===== src/rtl/qsfp_mgmt_ctrl.sv =====
// Multi-cage QSFP28 sideband manager: pin sync/debounce, per-cage insertion/reset/init FSM,
// single-owner ModSelL decode for the shared IIC controller and sticky per-cage IRQs.
module qsfp_mgmt_ctrl #(
    parameter int PORTS           = 2,
    parameter int DEBOUNCE_CYCLES = 65536,
    parameter int RESET_CYCLES    = 1024,
    parameter int INIT_CYCLES     = 800000,
    localparam int SELW           = (PORTS > 1) ? $clog2(PORTS) : 1
) (
    input  logic                 clock,
    input  logic                 resetn,
    input  logic [PORTS-1:0]     qsfp_modprsl,
    input  logic [PORTS-1:0]     qsfp_intl,
    output logic [PORTS-1:0]     qsfp_resetl,
    output logic [PORTS-1:0]     qsfp_lpmode,
    output logic [PORTS-1:0]     qsfp_modsell,
    input  logic [PORTS-1:0]     sw_reset,
    input  logic [PORTS-1:0]     sw_lpmode,
    input  logic [SELW-1:0]      iic_sel,
    input  logic                 iic_sel_en,
    input  logic [PORTS-1:0]     irq_clear,
    output logic [2*PORTS-1:0]   port_state,
    output logic [PORTS-1:0]     port_ready,
    output logic [PORTS-1:0]     irq,
    output logic                 irq_any
);

    localparam int DBW  = $clog2(DEBOUNCE_CYCLES + 1);
    localparam int MAXC = (RESET_CYCLES > INIT_CYCLES) ? RESET_CYCLES : INIT_CYCLES;
    localparam int CW   = $clog2(MAXC + 1);

    localparam logic [DBW-1:0] DB_LAST    = DBW'(DEBOUNCE_CYCLES - 1);
    localparam logic [CW-1:0]  RESET_LOAD = CW'(RESET_CYCLES);
    localparam logic [CW-1:0]  INIT_LOAD  = CW'(INIT_CYCLES);
    localparam logic [CW-1:0]  CNT_ONE    = CW'(1);

    typedef enum logic [1:0] {
        ST_ABSENT = 2'd0,
        ST_RESET  = 2'd1,
        ST_INIT   = 2'd2,
        ST_READY  = 2'd3
    } state_t;

    logic [2*PORTS-1:0] raw_pins;
    logic [2*PORTS-1:0] deb_pins;
    logic [PORTS-1:0]   prs_deb;
    logic [PORTS-1:0]   int_deb;
    logic               irq_any_q;

    // Low half carries ModPrsL, high half IntL; both share the same debounce rule.
    assign raw_pins = {qsfp_intl, qsfp_modprsl};
    assign prs_deb  = deb_pins[PORTS-1:0];
    assign int_deb  = deb_pins[2*PORTS-1:PORTS];

    for (genvar b = 0; b < 2*PORTS; b++) begin : g_debounce
        logic           sync1_q;
        logic           sync2_q;
        logic           deb_q;
        logic [DBW-1:0] cnt_q;

        always_ff @(posedge clock or negedge resetn) begin
            if (!resetn) begin
                sync1_q <= 1'b1;
                sync2_q <= 1'b1;
                deb_q   <= 1'b1;
                cnt_q   <= '0;
            end else begin
                sync1_q <= raw_pins[b];
                sync2_q <= sync1_q;
                if (sync2_q == deb_q) begin
                    cnt_q <= '0;
                end else if (cnt_q == DB_LAST) begin
                    deb_q <= sync2_q;
                    cnt_q <= '0;
                end else begin
                    cnt_q <= cnt_q + DBW'(1);
                end
            end
        end

        assign deb_pins[b] = deb_q;
    end

    for (genvar p = 0; p < PORTS; p++) begin : g_cage
        state_t        state_q;
        state_t        state_d;
        logic [CW-1:0] cnt_q;
        logic [CW-1:0] cnt_d;
        logic          int_dly_q;
        logic          resetl_q;
        logic          lpmode_q;
        logic          modsell_q;
        logic          irq_q;
        logic          resetl_d;
        logic          lpmode_d;
        logic          modsell_d;
        logic          irq_set;
        logic          present;
        logic          int_fall;

        assign present  = ~prs_deb[p];
        assign int_fall = int_dly_q & ~int_deb[p];

        always_ff @(posedge clock or negedge resetn) begin
            if (!resetn) begin
                state_q <= ST_ABSENT;
                cnt_q   <= '0;
            end else begin
                state_q <= state_d;
                cnt_q   <= cnt_d;
            end
        end

        // Removal outranks a software reset; a reset request while absent is dropped.
        always_comb begin
            state_d = state_q;
            cnt_d   = cnt_q;
            if (!present) begin
                state_d = ST_ABSENT;
                cnt_d   = '0;
            end else if (sw_reset[p] && (state_q != ST_ABSENT)) begin
                state_d = ST_RESET;
                cnt_d   = RESET_LOAD;
            end else begin
                case (state_q)
                    ST_ABSENT: begin
                        state_d = ST_RESET;
                        cnt_d   = RESET_LOAD;
                    end
                    ST_RESET: begin
                        if (cnt_q <= CNT_ONE) begin
                            state_d = ST_INIT;
                            cnt_d   = INIT_LOAD;
                        end else begin
                            cnt_d = cnt_q - CNT_ONE;
                        end
                    end
                    ST_INIT: begin
                        if (cnt_q <= CNT_ONE) begin
                            state_d = ST_READY;
                            cnt_d   = '0;
                        end else begin
                            cnt_d = cnt_q - CNT_ONE;
                        end
                    end
                    default: cnt_d = '0;
                endcase
            end
        end

        // Pin outputs are computed from the next state so they move on the same edge as it.
        always_comb begin
            resetl_d  = (state_d == ST_INIT) || (state_d == ST_READY);
            lpmode_d  = (state_d == ST_READY) ? sw_lpmode[p] : 1'b1;
            modsell_d = ~(iic_sel_en && (iic_sel == SELW'(p)) && (state_d == ST_READY));
            irq_set   = (state_q == ST_READY) && (!present || int_fall);
        end

        always_ff @(posedge clock or negedge resetn) begin
            if (!resetn) begin
                int_dly_q <= 1'b1;
                resetl_q  <= 1'b0;
                lpmode_q  <= 1'b1;
                modsell_q <= 1'b1;
                irq_q     <= 1'b0;
            end else begin
                int_dly_q <= int_deb[p];
                resetl_q  <= resetl_d;
                lpmode_q  <= lpmode_d;
                modsell_q <= modsell_d;
                irq_q     <= irq_set | (irq_q & ~irq_clear[p]);
            end
        end

        assign qsfp_resetl[p]       = resetl_q;
        assign qsfp_lpmode[p]       = lpmode_q;
        assign qsfp_modsell[p]      = modsell_q;
        assign irq[p]               = irq_q;
        assign port_state[2*p +: 2] = state_q;
        assign port_ready[p]        = (state_q == ST_READY);
    end

    always_ff @(posedge clock or negedge resetn) begin
        if (!resetn) begin
            irq_any_q <= 1'b0;
        end else begin
            irq_any_q <= |irq;
        end
    end

    assign irq_any = irq_any_q;

endmodule


===== config.mk =====
export PLATFORM = sky130hd
export DESIGN_NAME = qsfp_mgmt_ctrl
export DESIGN_NICKNAME = d
export VERILOG_FILES = /design/src/rtl/qsfp_mgmt_ctrl.sv
export SDC_FILE = /design/constraint.sdc
export NUM_CORES = 1
export LEC_CHECK = 0
export BUFFER_PORTS_ARGS = -buffer_cell sky130_fd_sc_hd__buf_2
export CAP_MARGIN = 20
export CORE_MARGIN = 2
export CORE_UTILIZATION = 50
export DETAILED_ROUTE_END_ITERATION = 10
export PLACE_DENSITY = 0.78
export SYNTH_ARGS = -nofsm -noshare
export SYNTH_HDL_FRONTEND = slang
export SYNTH_SLANG_ARGS = --single-unit

===== constraint.sdc =====
create_clock -name clock -period 2.5 [get_ports clock]
set_input_delay 0.25 -clock clock [delete_from_list [all_inputs] [get_ports clock]]
set_output_delay 0.25 -clock clock [all_outputs]
set_load 0.005 [all_outputs]

Word-level counts from Yosys, hierarchy flattened:

Index checks and enable logic that the tools add are counted.

* word-level logic and storage cells: 125
* register bits: 135
* output and inout bits: 15
* input bits: 14

* add/sub/neg operators: 6
* reductions and logical operators: 21
* muxes and demuxes: 30
* bitwise gates (word level): 17
* order comparisons: 2
* equal/unequal tests: 18

Operators by type and width (number)
* two-way mux 20 bit: 8
* two-way mux 17 bit: 8
* one-hot mux 20 bit (3 select lines): 2
* adder 17 x 1 -> 17 bit, second input constant: 4
* == test 17 x 16 -> 1 bit, second input constant: 4
* less-or-equal comparator 20 x 1 -> 1 bit, second input constant: 2
* subtractor 20 x 1 -> 20 bit, second input constant: 2
* == test 2 bit, second input constant: 8
* two-way mux 2 bit: 8
* one-hot mux 2 bit (3 select lines): 2
* NOT 1 bit: 11
* logical AND 1 bit: 8
* AND reduction 2 bit: 4
* bitwise AND 1 bit: 4
* == test 1 bit: 4
* == test 2 x 1 -> 1 bit, second input constant: 2
* zero test 2 bit: 2
* logical OR 1 bit: 4
* nonzero test 2 bit: 2
* two-way mux 1 bit: 2
* bitwise OR 1 bit: 2
* OR reduction 2 bit: 1

Longest topological paths before layout:

* depth in word-level cells: 8
* mapped depth: 9
* depth with buffers taken out: 7

Worst setup path after synthesis:

Ideal clock, no wire load.

* path type: register to register
* start point: register g_cage[1].cnt_q[0]
* end point: register g_cage[1].cnt_q[10]
* cell stages (with the launch flop): 9
* period minus slack after synthesis: 2.123 ns
* data arrival time: 2.001 ns
* required time: 2.378 ns
* buffers on the path: 1
* slack: 0.377 ns
* library setup time: 0.122 ns
* path through: dfrtp_1 -> inv_1 -> ha_1 -> or4b_1 -> buf_2 -> nor3b_1 -> xor2_1 -> a21oi_1 -> a2111oi_1

* cells in the longest elaborated chain, start to end: 5
* elaborated cells on any way between the ends: 7
* classes of those cells: add/sub (1); order compare (1); mux (5)

RTL lines
* start: declaration: line 87 `logic [CW-1:0] cnt_q;`
* start signal: assignment: line 110 `cnt_q <= cnt_d;`
* subtractor 20 x 1 -> 20 bit or less-or-equal comparator 20 x 1 -> 1 bit (tied branches)
* two-way mux 20 bit, on equally long branches: line 139, 131
* one-hot mux 20 bit (3 select lines) *: line 125 `case (state_q)`
* two-way mux 20 bit *: line 121 `end else if (sw_reset[p] && (state_q != ST_ABSENT)) begin`
* two-way mux 20 bit *: line 118 `if (!present) begin`
* net g_cage[1].cnt_d[10]: line 88 `logic [CW-1:0] cnt_d;`

The timed path passes the listed nets; every way through them passes the cells marked *.
A chain may end at the register's enable or synchronous reset.

Final worst setup path:

* start point: register g_cage[0].cnt_q[10]
* end point: register g_cage[0].cnt_q[14]

* cells in the longest elaborated chain, start to end: 5
* elaborated cells on any way between the ends: 7
* classes of those cells: add/sub (1); order compare (1); mux (5)

RTL lines (line)
* start: declaration: 87
* start signal: assignment: 110
* subtractor 20 x 1 -> 20 bit or less-or-equal comparator 20 x 1 -> 1 bit (tied branches)
* two-way mux 20 bit, on equally long branches: 139, 131
* one-hot mux 20 bit (3 select lines) *: 125
* two-way mux 20 bit *: 121
* two-way mux 20 bit *: 118
* net g_cage[0].cnt_d[14]: 88

Marked as above.

==> results.md <==
* Static Leak at 0.00315 uW
* Final Slew Violations at 0
* Synth Flop Type: dfrtp_1
* Cell Count Post-Placement at 797
* Setup TNS at 0 ns
* Clk_lat worst skew at 0.41 ns
* Post-synthesis register bit count at 135
* Post-Layout Cell Count at 835
* Hold Vio Cnt, Final at 0
* Input/output buffers at 28
* Total power draw at 6640 uW
* Core Rows at 41
* FF-to-FF setup slack at 0.22 ns
* CTS Root Cell: clkbuf_16
* Num CTS Buffers at 17
* EDFF count, synth at 0
* Pre-antenna DRT Iters at 5
* Die span in y at 116 um
* Seq/Total Area, Yosys at 53.7%
* Synth top cells by count: dfrtp_1, nor2_1, xnor2_1, xor2_1, nand2_1
* Antenna violations before repair at 0
* Post-synth top area share at 46.3%
* CTS tree: done
* Share of cells above drive strength 1 at 14.9%
* GR Util All Layers at 19.9%
* Final ANT Viol Nets at 0
* Setup Skew at 0.00969 ns
* Worst IR Drop VDD at 0.000678 V
* Die width at 116 um
* Min-Delay Path Class: in2reg
* Max_slew headroom at 58.2%
* First-pass GRT wire length at 21.0 mm
* DRT iter0 DRCs at 270
* Placeable Area at 12500 um2
* Grt ovf at 0
* Worst EP required at 2.77 ns
* Yosys top cell by area: dfrtp_1
* Worst Setup Start Kind: register
* F_max at 438 MHz
* R2R cell count at 5
* Hold Path Sink: g_cage[1].modsell_q$_DFF_PN1_
* Power per Cell Area at 911 nW/um2
* RSZ-0062 raised after global routing: false
* # setup viols final at 0
* Post-CTS sizing at 0
* Clk slew on worst S/H paths at 0.06 ns
* Hold path start: iic_sel_en
* Post-synth ARST share at 100%
* Die area at 13600 um2
* Post-route cell area at 7290 um2
* Crit Path Class: reg2reg
* Unique masters post-synth at 55
* Max_cap viols at 0
* Synth Instances at 618
* Synth area leaders: dfrtp_1, dfstp_2, xnor2_1
* Synth Net Count at 640
* Residual DRC at 0
* Synth Cell Area at 6330 um2
* Core Util, Final at 58.5%
* RD Place Congestion at 0.881
* Post-layout min period at 2.28 ns
* DR vias/cell at 5.35
* Clock Sinks at 135
* Synth Area per Inst at 10.2 um2
* Crit Path Max Fanout at 14
* Critical path endpoint category: register
* Outcome: completed
* RR Endpoint: g_cage[0].cnt_q[14]$_DFF_PN0_
* Post-DP HPWL at 8.23 mm
* Largest net degree at the start of global routing at 56
* Total Nets Final at 672
* Period utilization at 91.3%
* Crit. Startpoint: g_cage[0].cnt_q[10]$_DFF_PN0_
* WL per Instance at 14.4 um
* Worst Max-Slew Pin Slew at 0.628 ns
* H-tree levels at 4
* Final WL at 12.0 mm
* Max clock buf depth at 2
* CP arrival at 2.55 ns
* Number of global-route vias before repair at 4683
* Yosys warns at 0
* Vias at 4469
* I/O pin count at 29
* Cell Area, Placed at 6590 um2
* Area Overhead vs Synth at 15.2%
* R2R Path Start: g_cage[0].cnt_q[10]$_DFF_PN0_
* Hold path cells at 2
* # diodes at 0
* Initial Utilization at 50.8%
## cells by family after synthesis
group           after synthesis  synth area share (%)
simple gates                290                  23.5
flops                       135                  53.7
xor+xnor                     91                  12.6
buf+inv                      53                  3.97
compound gates               38                  4.13
fa+ha+maj                     8                  1.58
mux                           3                 0.514
## where the power goes
part           internal [uW]  switching, uW  total, uW
Combinational            574            733       1310
Clock                   1750            904       2650
Sequential              2410            272       2680
## repair_timing
action	in CTS	in global routing
setup buffers	0	0
endpoints found under the hold margin	44	0
hold buffers	6	0
endpoints found under the setup margin	0	0
## worst max-delay path: stages (launching register included)
cell     delay, ns
dfrtp_1       0.42
or4_1         0.54
nor3_1        0.27
nand4_1       0.31
nand2_1       0.46
nor2_1        0.13
## layer usage
metal  wire length (um)  global-route usage, %  vias to the layer above
met2               6200                   33.6                      103
met5                  0                      0                        -
met1               5090                   24.2                     2189
met3                490                   5.45                       26
li1                   -                      -                     2151
met4                249                   7.86                        0
## stage by stage
stage	setup WS [ns]	hold WS [ns]
6_report	0.217	0.00727
5_1_grt	0.00551	0.00710
4_1_cts	0.229	0.00313
3_5_place_dp	0.265	0.312
3_3_place_gp	0.362	0.293
2_1_floorplan	0.377	-0.0456
## sequential cells by signal, summed over array words and instances, names as in the netlist
name                flops
g_cage.int_dly_q        2
g_debounce.cnt_q       68
g_cage.modsell_q        2
g_cage.state_q          4
g_debounce.sync2_q      4
irq_any                 1
g_cage.irq_q            2
g_debounce.sync1_q      4
g_cage.resetl_q         2
g_debounce.deb_q        4
g_cage.lpmode_q         2
g_cage.cnt_q           40
## worst max-delay path by stage
| stage | slack, ns | end |
|---|---|---|
| detailed placement | 0.27 | g_cage[0].cnt_q[9]$_DFF_PN0_ |
| global route | 0.006 | g_cage[1].cnt_q[18]$_DFF_PN0_ |
| CTS | 0.23 | g_cage[1].cnt_q[10]$_DFF_PN0_ |
| finish | 0.22 | g_cage[0].cnt_q[14]$_DFF_PN0_ |
| global placement | 0.36 | g_cage[1].cnt_q[10]$_DFF_PN0_ |
| floorplan | 0.38 | g_cage[1].cnt_q[10]$_DFF_PN0_ |
## placed cells by master (no fill, tap or decap), drive strengths merged, types with 3 or more instances in the layout
cell         instances
ha                   8
xnor2               53
dfstp               18
nand4               14
nor3                29
inv                 27
nor4                14
or2                  5
clkbuf              21
dfrtp              117
buf                 34
a21oi               15
or3                  7
clkinv               4
nor2               117
xor2                38
nand2               33
or4                  5
dlygate4sd3          6
bufinv               4
and3                10
nand3               26
o21ai                5
nor3b                6
and4                 8
o21a                 3
nor2b                4
a311oi               3
## cell type report
| class | instances | area [um2] |
|---|---|---|
| Clock buffer | 21 | 470 |
| Clock inverter | 11 | 171 |
| Fill cell | 989 | 5170 |
| Inverter | 26 | 97.6 |
| Multi-Input combinational cell | 430 | 2680 |
| Sequential cell | 135 | 3400 |
| Tap cell | 172 | 215 |
| Timing Repair Buffer | 40 | 260 |
(Power assumes the default switching activity.)
